### config.mk
export PLATFORM = sky130hd
export DESIGN_NAME = vector_mem_unit_flat
export DESIGN_NICKNAME = d
export VERILOG_FILES = /design/src/rtl/vector_mem_unit_if.sv /design/src/rtl/vector_mem_unit.sv /design/src/flat_wrapper.sv
export SDC_FILE = /design/constraint.sdc
export NUM_CORES = 1
export LEC_CHECK = 0
export ABC_AREA = 1
export CAP_MARGIN = 40
export CORE_MARGIN = 4
export CORE_UTILIZATION = 47
export DETAILED_ROUTE_END_ITERATION = 12
export GPL_ROUTABILITY_DRIVEN = 1
export PLACE_DENSITY_LB_ADDON = 0.1
export SLEW_MARGIN = 20
export SYNTH_ARGS = -nofsm -noshare
export SYNTH_HDL_FRONTEND = slang
export SYNTH_SLANG_ARGS = --single-unit
### constraint.sdc
create_clock -name clk -period 26 [get_ports clk]
set_clock_uncertainty 0.05 [all_clocks]
set_input_delay 6.5 -clock clk [delete_from_list [all_inputs] [get_ports clk]]
set_output_delay 6.5 -clock clk [all_outputs]
set_load 0.03 [all_outputs]
### src/rtl/vector_mem_unit_if.sv
// vector_mem_unit_if: request, memory and result signals of the vector load/store unit
interface vector_mem_unit_if #(
  parameter int LANES  = 16,
  parameter int WORD_W = 16,
  parameter int ADDR_W = 16
) ();
  logic                    start;
  logic [3:0]              opcode;
  logic [ADDR_W-1:0]       addr;
  logic [LANES*WORD_W-1:0] st_data;
  logic [WORD_W-1:0]       mem_rd_data;
  logic [ADDR_W-1:0]       mem_addr;
  logic [WORD_W-1:0]       mem_wr_data;
  logic                    mem_we;
  logic                    mem_re;
  logic [LANES*WORD_W-1:0] ld_data;
  logic                    busy;
  logic                    done;
  modport slave (
    input  start, opcode, addr, st_data, mem_rd_data,
    output mem_addr, mem_wr_data, mem_we, mem_re, ld_data, busy, done
  );
  modport master (
    output start, opcode, addr, st_data, mem_rd_data,
    input  mem_addr, mem_wr_data, mem_we, mem_re, ld_data, busy, done
  );
endinterface

### src/rtl/vector_mem_unit.sv
// vector_mem_unit: sequences a LANES-wide vector load/store into one word per cycle
module vector_mem_unit #(
  parameter int LANES  = 16,
  parameter int WORD_W = 16,
  parameter int ADDR_W = 16
) (
  input logic               clk,
  input logic               rst_n,
  vector_mem_unit_if.slave  bus
);
  localparam int CW = LANES > 1 ? $clog2(LANES) : 1;
  localparam logic [3:0] OP_VLD = 4'b0100;
  localparam logic [3:0] OP_VST = 4'b0101;
  typedef enum logic [1:0] {IDLE, XFER, DRAIN, DONE} state_t;
  state_t state, state_d;
  logic [CW-1:0] cnt, cap, nx;
  logic ld_q, pv, acc, last;
  logic [WORD_W-1:0] st_q  [LANES];
  logic [WORD_W-1:0] buf_q [LANES];
  assign acc  = state == IDLE && bus.start && (bus.opcode == OP_VLD || bus.opcode == OP_VST);
  assign last = cnt == CW'(LANES - 1);
  assign nx   = cnt + 1'b1;
  // next state: loads need one extra cycle to catch the final read word
  always_comb begin
    state_d = state;
    case (state)
      IDLE:    state_d = acc ? XFER : IDLE;
      XFER:    state_d = last ? (ld_q ? DRAIN : DONE) : XFER;
      DRAIN:   state_d = DONE;
      default: state_d = IDLE;
    endcase
  end
  // state, lane counter and registered bus outputs; the strobe for lane k is set up one edge early
  always_ff @(posedge clk) begin
    if (!rst_n) begin
      state           <= IDLE;
      cnt             <= '0;
      cap             <= '0;
      ld_q            <= 1'b0;
      pv              <= 1'b0;
      bus.mem_addr    <= '0;
      bus.mem_wr_data <= '0;
      bus.mem_we      <= 1'b0;
      bus.mem_re      <= 1'b0;
      bus.ld_data     <= '0;
      bus.busy        <= 1'b0;
      bus.done        <= 1'b0;
    end else begin
      state      <= state_d;
      pv         <= bus.mem_re;
      cap        <= cnt;
      bus.busy   <= state_d != IDLE;
      bus.done   <= state_d == DONE;
      bus.mem_we <= 1'b0;
      bus.mem_re <= 1'b0;
      if (acc) begin
        ld_q         <= bus.opcode == OP_VLD;
        cnt          <= '0;
        bus.mem_addr <= bus.addr;
        bus.mem_we   <= bus.opcode == OP_VST;
        bus.mem_re   <= bus.opcode == OP_VLD;
        if (bus.opcode == OP_VST) bus.mem_wr_data <= bus.st_data[WORD_W-1:0];
      end
      if (state == XFER && !last) begin
        cnt          <= nx;
        bus.mem_addr <= bus.mem_addr + 1'b1;
        bus.mem_we   <= !ld_q;
        bus.mem_re   <= ld_q;
        if (!ld_q) bus.mem_wr_data <= st_q[nx];
      end
      if (state == DRAIN)
        for (int i = 0; i < LANES; i++)
          bus.ld_data[i*WORD_W +: WORD_W] <= i == LANES - 1 ? bus.mem_rd_data : buf_q[i];
    end
  end
  // store vector snapshot taken at acceptance so later input changes cannot leak in
  always_ff @(posedge clk) begin
    if (acc)
      for (int i = 0; i < LANES; i++)
        st_q[i] <= bus.st_data[i*WORD_W +: WORD_W];
  end
  // load buffer: each read word lands one cycle after its strobe, tagged with the issuing lane
  always_ff @(posedge clk) begin
    if (pv) buf_q[cap] <= bus.mem_rd_data;
  end
endmodule
### src/flat_wrapper.sv
// flat-port wrapper written by rule: the top's interface ports become plain ports
module vector_mem_unit_flat 
#(
  parameter int LANES  = 16,
  parameter int WORD_W = 16,
  parameter int ADDR_W = 16
)
  (clk, rst_n, bus_start, bus_opcode, bus_addr, bus_st_data, bus_mem_rd_data, bus_mem_addr, bus_mem_wr_data, bus_mem_we, bus_mem_re, bus_ld_data, bus_busy, bus_done);
  vector_mem_unit_if #(.LANES(LANES), .WORD_W(WORD_W), .ADDR_W(ADDR_W)) bus_i ();
  input logic clk;
  input logic rst_n;
  input wire logic [$bits(bus_i.start)-1:0] bus_start;
  input wire logic [$bits(bus_i.opcode)-1:0] bus_opcode;
  input wire logic [$bits(bus_i.addr)-1:0] bus_addr;
  input wire logic [$bits(bus_i.st_data)-1:0] bus_st_data;
  input wire logic [$bits(bus_i.mem_rd_data)-1:0] bus_mem_rd_data;
  output wire logic [$bits(bus_i.mem_addr)-1:0] bus_mem_addr;
  output wire logic [$bits(bus_i.mem_wr_data)-1:0] bus_mem_wr_data;
  output wire logic [$bits(bus_i.mem_we)-1:0] bus_mem_we;
  output wire logic [$bits(bus_i.mem_re)-1:0] bus_mem_re;
  output wire logic [$bits(bus_i.ld_data)-1:0] bus_ld_data;
  output wire logic [$bits(bus_i.busy)-1:0] bus_busy;
  output wire logic [$bits(bus_i.done)-1:0] bus_done;
  assign bus_i.start = bus_start;
  assign bus_i.opcode = bus_opcode;
  assign bus_i.addr = bus_addr;
  assign bus_i.st_data = bus_st_data;
  assign bus_i.mem_rd_data = bus_mem_rd_data;
  assign bus_mem_addr = bus_i.mem_addr;
  assign bus_mem_wr_data = bus_i.mem_wr_data;
  assign bus_mem_we = bus_i.mem_we;
  assign bus_mem_re = bus_i.mem_re;
  assign bus_ld_data = bus_i.ld_data;
  assign bus_busy = bus_i.busy;
  assign bus_done = bus_i.done;
  vector_mem_unit #(.LANES(LANES), .WORD_W(WORD_W), .ADDR_W(ADDR_W)) u_core (.clk(clk), .rst_n(rst_n), .bus(bus_i));
endmodule
==> results of run 1 <==
-- cells in the final DEF, fill, tap and decap left out, drive strengths merged, types with 11 or more instances in the layout --
master / synthesis / final
a21oi: 11 / 11
buf: 42 / 50
clkbuf: 108 / 114
clkdlybuf4s50: 0 / 581
clkinv: 1 / 24
dfxtp: 304 / 304
edfxtp: 496 / 496
inv: 80 / 83
nand2: 372 / 372
nand3: 153 / 153
nand4: 18 / 18
nor2: 696 / 696
o21ai: 336 / 336
-- where the power goes --
group          leakage (nW)  switching [W]  internal, W
registers              6.93      0.0000115      0.00136
logic                  6.34       0.000132    0.0000869
clock network          1.24       0.000473     0.000644
-- cell usage after synthesis, drive strengths merged, types with 11 or more instances --
library cell | count | area, um^2
edfxtp | 496 | 14900
a21oi | 11 | 55.1
nand2 | 372 | 1410
nand3 | 153 | 776
inv | 80 | 300
nand4 | 18 | 113
o21ai | 336 | 1680
dfxtp | 304 | 6090
nor2 | 696 | 2620
clkbuf | 108 | 405
buf | 42 | 229
-- area by class of cell --
| cell class | count | area (um^2) |
|---|---|---|
| fillers | 4695 | 22300 |
| flip-flops and latches | 800 | 21000 |
| multi-input cells | 1605 | 6870 |
| repair buffers | 631 | 6440 |
| clock buffers | 114 | 2250 |
| well taps | 782 | 978 |
| inverters | 81 | 320 |
| clock inverters | 32 | 277 |
| diodes | 4 | 10.0 |
-- worst max-delay path, cell delays in order --
cell and delay (ns):
clkdlybuf4s50_1 0.45, inv_1 0.04, nor2_2 0.54, nand2_2 0.30, inv_8 0.57, buf_4 0.43
buf_16 0.30, buf_4 0.37, buf_16 0.31
-- metrics by stage --
step                hold WS [ns]  worst slack [ns]
floorplan                  0.397             12.20
global placement           0.401             15.26
detailed placement         0.407             15.65
CTS                        0.415             16.29
global route               0.434             15.97
finish                     0.412             16.21
-- routing by layer --
metal,vias to the layer above,GRT usage,share of wire
met2,956,0.437,0.49
met5,-,0,0.00023
li1,10013,-,-
met3,117,0.0457,0.075
met4,2,0.0784,0.026
met1,10267,0.348,0.41
-- cell families (layout without fill, tap and decap cells) --
| family | Yosys count | in the layout |
|---|---|---|
| adders and majority gates | 2 | 2 |
| and+or+nand+nor | 1243 | 1243 |
| buffers and inverters | 231 | 858 |
| other | 0 | 4 |
| AOI/OAI and AO/OA | 357 | 357 |
| xor gates and xnor gates | 3 | 3 |
| DFF | 800 | 800 |
-- worst min path at each step --
stage                     slack [ns]                      end                 from  depth (start not counted)
after floorplan                 0.40   u_core.bus.ld_data[64]   u_core.buf_q[4][0]                          2
after global placement          0.40  u_core.bus.ld_data[117]   u_core.buf_q[7][5]                          2
after detailed placement        0.41  u_core.bus.ld_data[198]  u_core.buf_q[12][6]                          2
after CTS                       0.42  u_core.bus.ld_data[180]  u_core.buf_q[11][4]                          2
after global routing            0.43   u_core.bus.ld_data[44]  u_core.buf_q[2][12]                          2
final                           0.41  u_core.bus.ld_data[180]  u_core.buf_q[11][4]                          2
-- state kept, by name, indices dropped and copies added (netlist names) --
| signal | flops |
|---|---|
| u_core.bus.mem_re | 1 |
| u_core.cap | 4 |
| u_core.pv | 1 |
| u_core.bus.mem_we | 1 |
| u_core.st_q | 256 |
| u_core.bus.mem_wr_data | 16 |
| u_core.bus.mem_addr | 16 |
| u_core.bus.done | 1 |
| u_core.state | 2 |
| u_core.cnt | 4 |
| u_core.bus.busy | 1 |
| u_core.bus.ld_data | 256 |
| u_core.ld_q | 1 |
| u_core.buf_q | 240 |
==> impl_metrics.json, run 1 <==
{
  "start_kind": "primary input",
  "crit_start": "bus_start",
  "cts-buffers-inserted": 80,
  "rr_startpoint": "u_core.cnt[0]",
  "path_max_fanout": 105,
  "synthMuxAreaShare": 0,
  "die_h_um": 255,
  "final_util": 0.630,
  "clk_latency_ns": 0.61,
  "place_area_mm2": 0.0355,
  "setup_violations": 0,
  "r2r_setup_slack_ns": 22.27,
  "ant_nets": 0,
  "start_util": 0.475,
  "final_nets": 3496,
  "design_area_mm2": 0.0381,
  "status": "completed",
  "fp.dieArea_mm2": 0.0652,
  "core_mm2": 0.0605,
  "reg2reg_depth": 10,
  "synthAdderAreaFrac": 0.000871,
  "yosysWarnings": 0,
  "drc": 0,
  "synth_area_mm2": 0.0287,
  "post_cts_buffers": 0,
  "grt_pass1_wl_mm": 127,
  "clockBufferDepth": 3,
  "ys_types": 36,
  "cts_hold_buf": 0,
  "hp-class": "register to register",
  "vias_per_cell": 5.27,
  "totalWireLength_mm": 87.6,
  "rsz0062_at_grt": "no",
  "p_total_w": 0.00271,
  "endpoint_kind": "register",
  "power_leakage_nw": 14.5,
  "grt_use_total": 0.259,
  "avgRoutedWirePerCell_um": 21.6,
  "cp.arrival_ns": 10.01,
  "maxCapViolations": 0,
  "drv_slew": 0,
  "hpwl_mm": 59.8,
  "tightest_slew_ns": 1.29,
  "r2r-end": "u_core.bus.mem_wr_data[4]",
  "ys_ff_latch": 800,
  "netlist_instances": 2636,
  "drt_iter0_drc": 1888,
  "synthXorXnorAreaFrac": 0.00144,
  "root_buffer": "clkbuf_16",
  "ir_drop_uv": 46.3,
  "finalCritPeriodShare": 0.377,
  "synth_compound_area_frac": 0.0630,
  "clkTransAtPathRegs_ns": 0.06,
  "final_cells": 4049,
  "hold_violations": 0,
  "drive_above_1_share": 0.0582,
  "async_reset_ff_frac": 0,
  "io_buffers": 586,
  "areaGrowthSynthToFinish_pct": 32.7,
  "cts_resized": 0,
  "grt_max_degree": 259,
  "tritoncts": "done",
  "synth_edf_count": 496,
  "rows": 90,
  "place_congestion": 0.893,
  "clock_sinks": 800,
  "pin_count": 587,
  "crit_path_end": "u_core.st_q[7][0]",
  "min_period_ns": 9.79,
  "slew_headroom": 0.137,
  "fmax_mhz": 102,
  "overflow": 0,
  "powerDensity_mw_per_mm2": 71.1,
  "antenna_found_initial": 4,
  "dr.pass1.iters": 6,
  "h-tree-depth": 3,
  "synth_top_family_by_area": "simple AND/OR/NAND/NOR gates",
  "yosys.area_share.simple": 0.172,
  "die_w_um": 255,
  "grt_pass1_vias": 20544,
  "setup_tns_ns": 0,
  "vias": 21355,
  "critPathRequiredTime_ns": 26.22,
  "seq_area_frac_synth": 0.730,
  "synth_area_per_cell_um2": 10.9,
  "synthesis.nets": 2933,
  "synth_ff_type": "edfxtp_1",
  "post-place-cells": 3897,
  "critPathKind": "primary input to register"
}
No activity file was read; power rests on OpenSTA's default activity.
==> run 2: changes to the inputs <==
CORE_UTILIZATION = 46   (was 47)
clock period = 8.8 ns   (was 26 ns; I/O delays follow)
==> run 2 against run 1 <==
Clock power grew to 3.0 times the previous value. Sequential power grew to 3.0 times the previous value. First-iteration DRC count grew 11%. Largest power group unchanged. Core utilization shrank 0.93 points. Largest cell class unchanged. Critical endpoint is now u_core.st_q[13][9]. Highest routed layer unchanged. Combinational power grew to 2.9 times the previous value.
==> impl_metrics.json, run 2 (same netlist as run 1, synthesis figures left out) <==
{
  "root_buffer": "clkbuf_16",
  "final_nets": 3503,
  "overflow": 0,
  "hold_violations": 0,
  "grt_pass1_wl_mm": 130,
  "post-place-cells": 3954,
  "totalWireLength_mm": 87.7,
  "cts-buffers-inserted": 84,
  "setup_violations": 0,
  "drt_iter0_drc": 2088,
  "hp-start": "u_core.buf_q[7][8]",
  "vias_per_cell": 5.16,
  "r2r-end": "u_core.bus.mem_wr_data[2]",
  "maxCapViolations": 0,
  "whs_ns": 0.414,
  "endpoint_kind": "register",
  "min_period_ns": 4.88,
  "hp-class": "register to register",
  "hpwl_mm": 59.7,
  "die_h_um": 258,
  "h-tree-depth": 3,
  "core_mm2": 0.0618,
  "cp.arrival_ns": 5.09,
  "rsz0062_at_grt": "no",
  "tightest_slew_ns": 0.859,
  "layout_commonest_cell": "nor2_1",
  "drive_above_1_share": 0.0614,
  "dr.pass1.iters": 5,
  "cts_resized": 0,
  "cts_hold_buf": 0,
  "pin_count": 587,
  "p_sw_frac": 0.232,
  "final_cells": 4125,
  "start_util": 0.465,
  "status": "completed",
  "path_max_fanout": 117,
  "drv_slew": 0,
  "vias": 21304,
  "grt_pass1_vias": 20824,
  "setup_tns_ns": 0,
  "final_cell_mix": "685 x nor2_1, 583 x clkdlybuf4s50_1, 496 x edfxtp_1",
  "powerDensity_mw_per_mm2": 211,
  "fp.dieArea_mm2": 0.0665,
  "tritoncts": "done",
  "place_area_mm2": 0.0356,
  "clockBufferDepth": 3,
  "ant_nets": 0,
  "comb_power_share": 0.079,
  "p_total_w": 0.00810,
  "power_leakage_nw": 14.6,
  "rows": 91,
  "die_w_um": 258,
  "r2r_setup_slack_ns": 5.18,
  "fmax_mhz": 205,
  "drc": 0,
  "p_int_w": 0.00622,
  "clockPowerShare": 0.420,
  "path_cells": "clkdlybuf4s50_1 > inv_1 > nor2_2 > nand2_2 > inv_8 > buf_16 > buf_12",
  "clk_latency_ns": 0.63,
  "place_congestion": 0.894,
  "critPathTopFamily": "buffers and inverters",
  "slowest_delay_ns": 0.59,
  "holdPathStages": 2,
  "start_kind": "primary input",
  "grt_max_degree": 118,
  "crit_buf_inv": 5,
  "critPathRequiredTime_ns": 9.01,
  "critPathSlowestCell": "nor2_2",
  "rr_startpoint": "u_core.cnt[0]",
  "reg2reg_depth": 11,
  "power.switching_w": 0.00188,
  "antenna_found_initial": 16,
  "areaGrowthSynthToFinish_pct": 33.6,
  "io_buffers": 586,
  "finalCritPeriodShare": 0.554,
  "avgRoutedWirePerCell_um": 21.3,
  "design_area_mm2": 0.0384,
  "post_cts_buffers": 0,
  "clock_sinks": 800,
  "top_regs": "u_core.bus.ld_data x256, u_core.st_q x256, u_core.buf_q x240",
  "grt_use_total": 0.255,
  "slew_headroom": 0.428,
  "clkTransAtPathRegs_ns": 0.06,
  "p_seq_frac": 0.502,
  "critPathKind": "primary input to register",
  "hold_end": "u_core.bus.ld_data[120]",
  "ir_drop_uv": 130
}
-- run 2: cell types whose count changed in the layout (fill, tap and decap cells not counted), sizes merged, moves of 2 or more --
cell / before / now
clkbuf: 114 / 112
diode: 4 / 12
clkdlybuf4s50: 581 / 583
clkinv: 24 / 37
-- run 2: worst max path at each step --
stage | startpoint | end | slack, ns | depth (start not counted)
6_report | bus_start | u_core.st_q[13][9] | 3.92 | 7
5_1_grt | bus_start | u_core.st_q[11][7] | 3.80 | 7
4_1_cts | bus_start | u_core.st_q[8][6] | 4.02 | 7
3_5_place_dp | bus_start | u_core.st_q[9][1] | 3.34 | 7
3_3_place_gp | bus_start | u_core.st_q[14][4] | 3.40 | 6
2_1_floorplan | bus_opcode[3] | u_core.st_q[0][0] | 2.70 | 5
-- run 2: stage by stage --
stage,setup WS [ns],utilization
6_report,3.92,0.621
5_1_grt,3.80,0.621
4_1_cts,4.02,0.619
3_5_place_dp,3.34,0.576
3_3_place_gp,3.40,0.571
2_1_floorplan,2.70,-
-- run 2: final cells by class --
type / count / area, um^2
Clock buffer: 112 / 2300
Tap cell: 837 / 1050
Sequential cell: 800 / 21000
Inverter: 81 / 320
Timing Repair Buffer: 634 / 6490
Fill cell: 5024 / 23400
Multi-Input combinational cell: 1605 / 6870
Antenna cell: 12 / 30.0
Clock inverter: 44 / 365
-- run 2: worst reg2reg max path: stages (launching register included) --
cell and delay, ns:
dfxtp_4 0.86, ha_4 0.45, buf_4 0.70, inv_1 0.19
buf_4 0.33, nor2_1 0.16, o21ai_0 0.08, nand3_1 0.17
nand3_1 0.30, nand3_1 0.16, nand2_1 0.06, inv_1 0.05
-- run 2: power groups by stage --
| stage | Combinational [W] | Clock, W | Sequential [W] |
|---|---|---|---|
| 3_3_place_gp | 0.000619 | 0 | 0.00414 |
| 2_1_floorplan | 0.000291 | 0 | 0.00416 |
| 4_1_cts | 0.000637 | 0.00346 | 0.00406 |
| 6_report | 0.000637 | 0.00340 | 0.00406 |
| 3_5_place_dp | 0.000634 | 0 | 0.00414 |
| 5_1_grt | 0.000691 | 0.00362 | 0.00406 |
-- run 2: layer usage --
layer / routed length [um] / GRT usage
met1: 35400 / 0.333
met2: 43700 / 0.431
met3: 6120 / 0.0458
met4: 2500 / 0.0913
met5: 34 / 0
==> run 3: changes to the inputs <==
clock period = 4.4 ns   (was 8.8 ns; I/O delays follow)
==> run 3 against run 2 <==
Sequential share of layout area rose by 0.18 points. Flip-flop and latch count did not move. Clock power rose by 98%. Via count rose by 0.50%. Critical endpoint is now u_core.bus.mem_wr_data[7]. Largest power group unchanged.
==> impl_metrics.json, run 3 (same netlist as run 1, synthesis figures left out) <==
{
  "vias": 21410,
  "finalCritPeriodShare": 0.685,
  "rr_startpoint": "u_core.cnt[0]",
  "clkTransAtPathRegs_ns": 0.06,
  "avgRoutedWirePerCell_um": 21.3,
  "fmax_mhz": 332,
  "root_buffer": "clkbuf_16",
  "grt_pass1_vias": 20828,
  "cts-buffers-inserted": 82,
  "status": "completed",
  "setup_violations": 0,
  "top_regs": "u_core.bus.ld_data x256, u_core.st_q x256, u_core.buf_q x240",
  "powerDensity_mw_per_mm2": 422,
  "grt_max_degree": 258,
  "whs_ns": 0.400,
  "endpoint_kind": "register",
  "rows": 91,
  "cts_resized": 0,
  "antenna_found_initial": 4,
  "setup_tns_ns": 0,
  "clockBufferDepth": 3,
  "hp-class": "register to register",
  "power_leakage_nw": 14.5,
  "io_buffers": 586,
  "dr.pass1.iters": 5,
  "totalWireLength_mm": 87.5,
  "final_cell_mix": "685 x nor2_1, 585 x clkdlybuf4s50_1, 496 x edfxtp_1",
  "h-tree-depth": 3,
  "final_nets": 3505,
  "crit_start": "u_core.cnt[0]",
  "ir_drop_uv": 307,
  "pin_count": 587,
  "tightest_slew_ns": 1.21,
  "slew_headroom": 0.191,
  "path_max_fanout": 58,
  "cts_hold_buf": 0,
  "drc": 0,
  "critPathRequiredTime_ns": 4.87,
  "final_cells": 4117,
  "reg2reg_depth": 10,
  "maxCapViolations": 0,
  "place_congestion": 0.949,
  "rsz0062_at_grt": "no",
  "die_w_um": 258,
  "die_h_um": 258,
  "drive_above_1_share": 0.0598,
  "r2r-end": "u_core.bus.mem_wr_data[7]",
  "drt_iter0_drc": 2134,
  "grt_use_total": 0.255,
  "cp.arrival_ns": 3.49,
  "p_total_w": 0.0161,
  "hpwl_mm": 59.7,
  "clock_sinks": 800,
  "layout_commonest_cell": "nor2_1",
  "vias_per_cell": 5.20,
  "nFillCells": 4932,
  "crit_path_end": "u_core.bus.mem_wr_data[7]",
  "ant_nets": 0,
  "critPathKind": "register to register",
  "hold_violations": 0,
  "areaGrowthSynthToFinish_pct": 33.2,
  "core_mm2": 0.0618,
  "start_kind": "register",
  "drv_slew": 0,
  "overflow": 0,
  "clk_latency_ns": 0.62,
  "start_util": 0.465,
  "fp.dieArea_mm2": 0.0665,
  "post-place-cells": 3961,
  "min_period_ns": 3.02,
  "post_cts_buffers": 0,
  "grt_pass1_wl_mm": 129,
  "r2r_setup_slack_ns": 1.38,
  "tritoncts": "done"
}
==> run 3: cell count changes in the layout (fill, tap and decap cells not counted), moves of 3 or more <==
cell	change
buf_16	-5
buf_4	+7
clkbuf_1	+12
clkbuf_8	+3
clkinv_1	-8
clkinv_2	-5
diode_2	-9
==> run 3: cell type report <==
type | instances | area [um^2] | share of cell area
Sequential cell | 800 | 21000 | 0.548
Multi-Input combinational cell | 1605 | 6870 | 0.180
Timing Repair Buffer | 638 | 6440 | 0.168
Clock buffer | 127 | 2380 | 0.0623
Tap cell | 837 | 1050 | 0.0274
Inverter | 81 | 320 | 0.00837
Clock inverter | 26 | 220 | 0.00575
Antenna cell | 3 | 7.51 | 0.000196
==> run 3: power breakdown <==
| group | switching, W | internal, W | leakage, nW |
|---|---|---|---|
| registers | 0.0000704 | 0.00805 | 6.93 |
| logic | 0.000780 | 0.000514 | 6.34 |
| clock network | 0.00286 | 0.00387 | 1.27 |
==> run 3: worst max-delay path, stage by stage (launching register included) <==
cell and delay [ns]:
dfxtp_4 0.68, clkinv_2 0.73, buf_4 0.56, nand2_1 0.12, nand2_1 0.06, nand2_1 0.07
nand3_1 0.17, nand3_1 0.15, nand3_1 0.13, nand2_1 0.09, inv_1 0.03
==> run 3: how the worst min path moves through the flow <==
stage,from,to,cells after the start
after floorplan,u_core.buf_q[4][0],u_core.bus.ld_data[64],2
after CTS,u_core.bus.mem_re,u_core.pv,2
final,u_core.bus.mem_re,u_core.pv,2
after global routing,u_core.bus.mem_re,u_core.pv,2
after global placement,u_core.buf_q[12][9],u_core.bus.ld_data[201],2
after detailed placement,u_core.buf_q[1][6],u_core.bus.ld_data[22],2
==> run 3: layer usage <==
layer  global-route usage  vias up  share of wire
li1                     -    10025              -
met3               0.0465      160          0.076
met2                0.431      994           0.49
met5                    0        -        0.00015
met4               0.0959        2          0.037
met1                0.330    10229           0.40
==> run 3: through the flow <==
stage / setup WS, ns / instance area (um^2) / util
after floorplan: 0.988 / 28700 / -
after global placement: 0.945 / 35400 / 0.572
after detailed placement: 0.903 / 35700 / 0.577
after CTS: 1.38 / 38300 / 0.619
after global routing: 1.21 / 38300 / 0.619
final: 1.38 / 38300 / 0.619
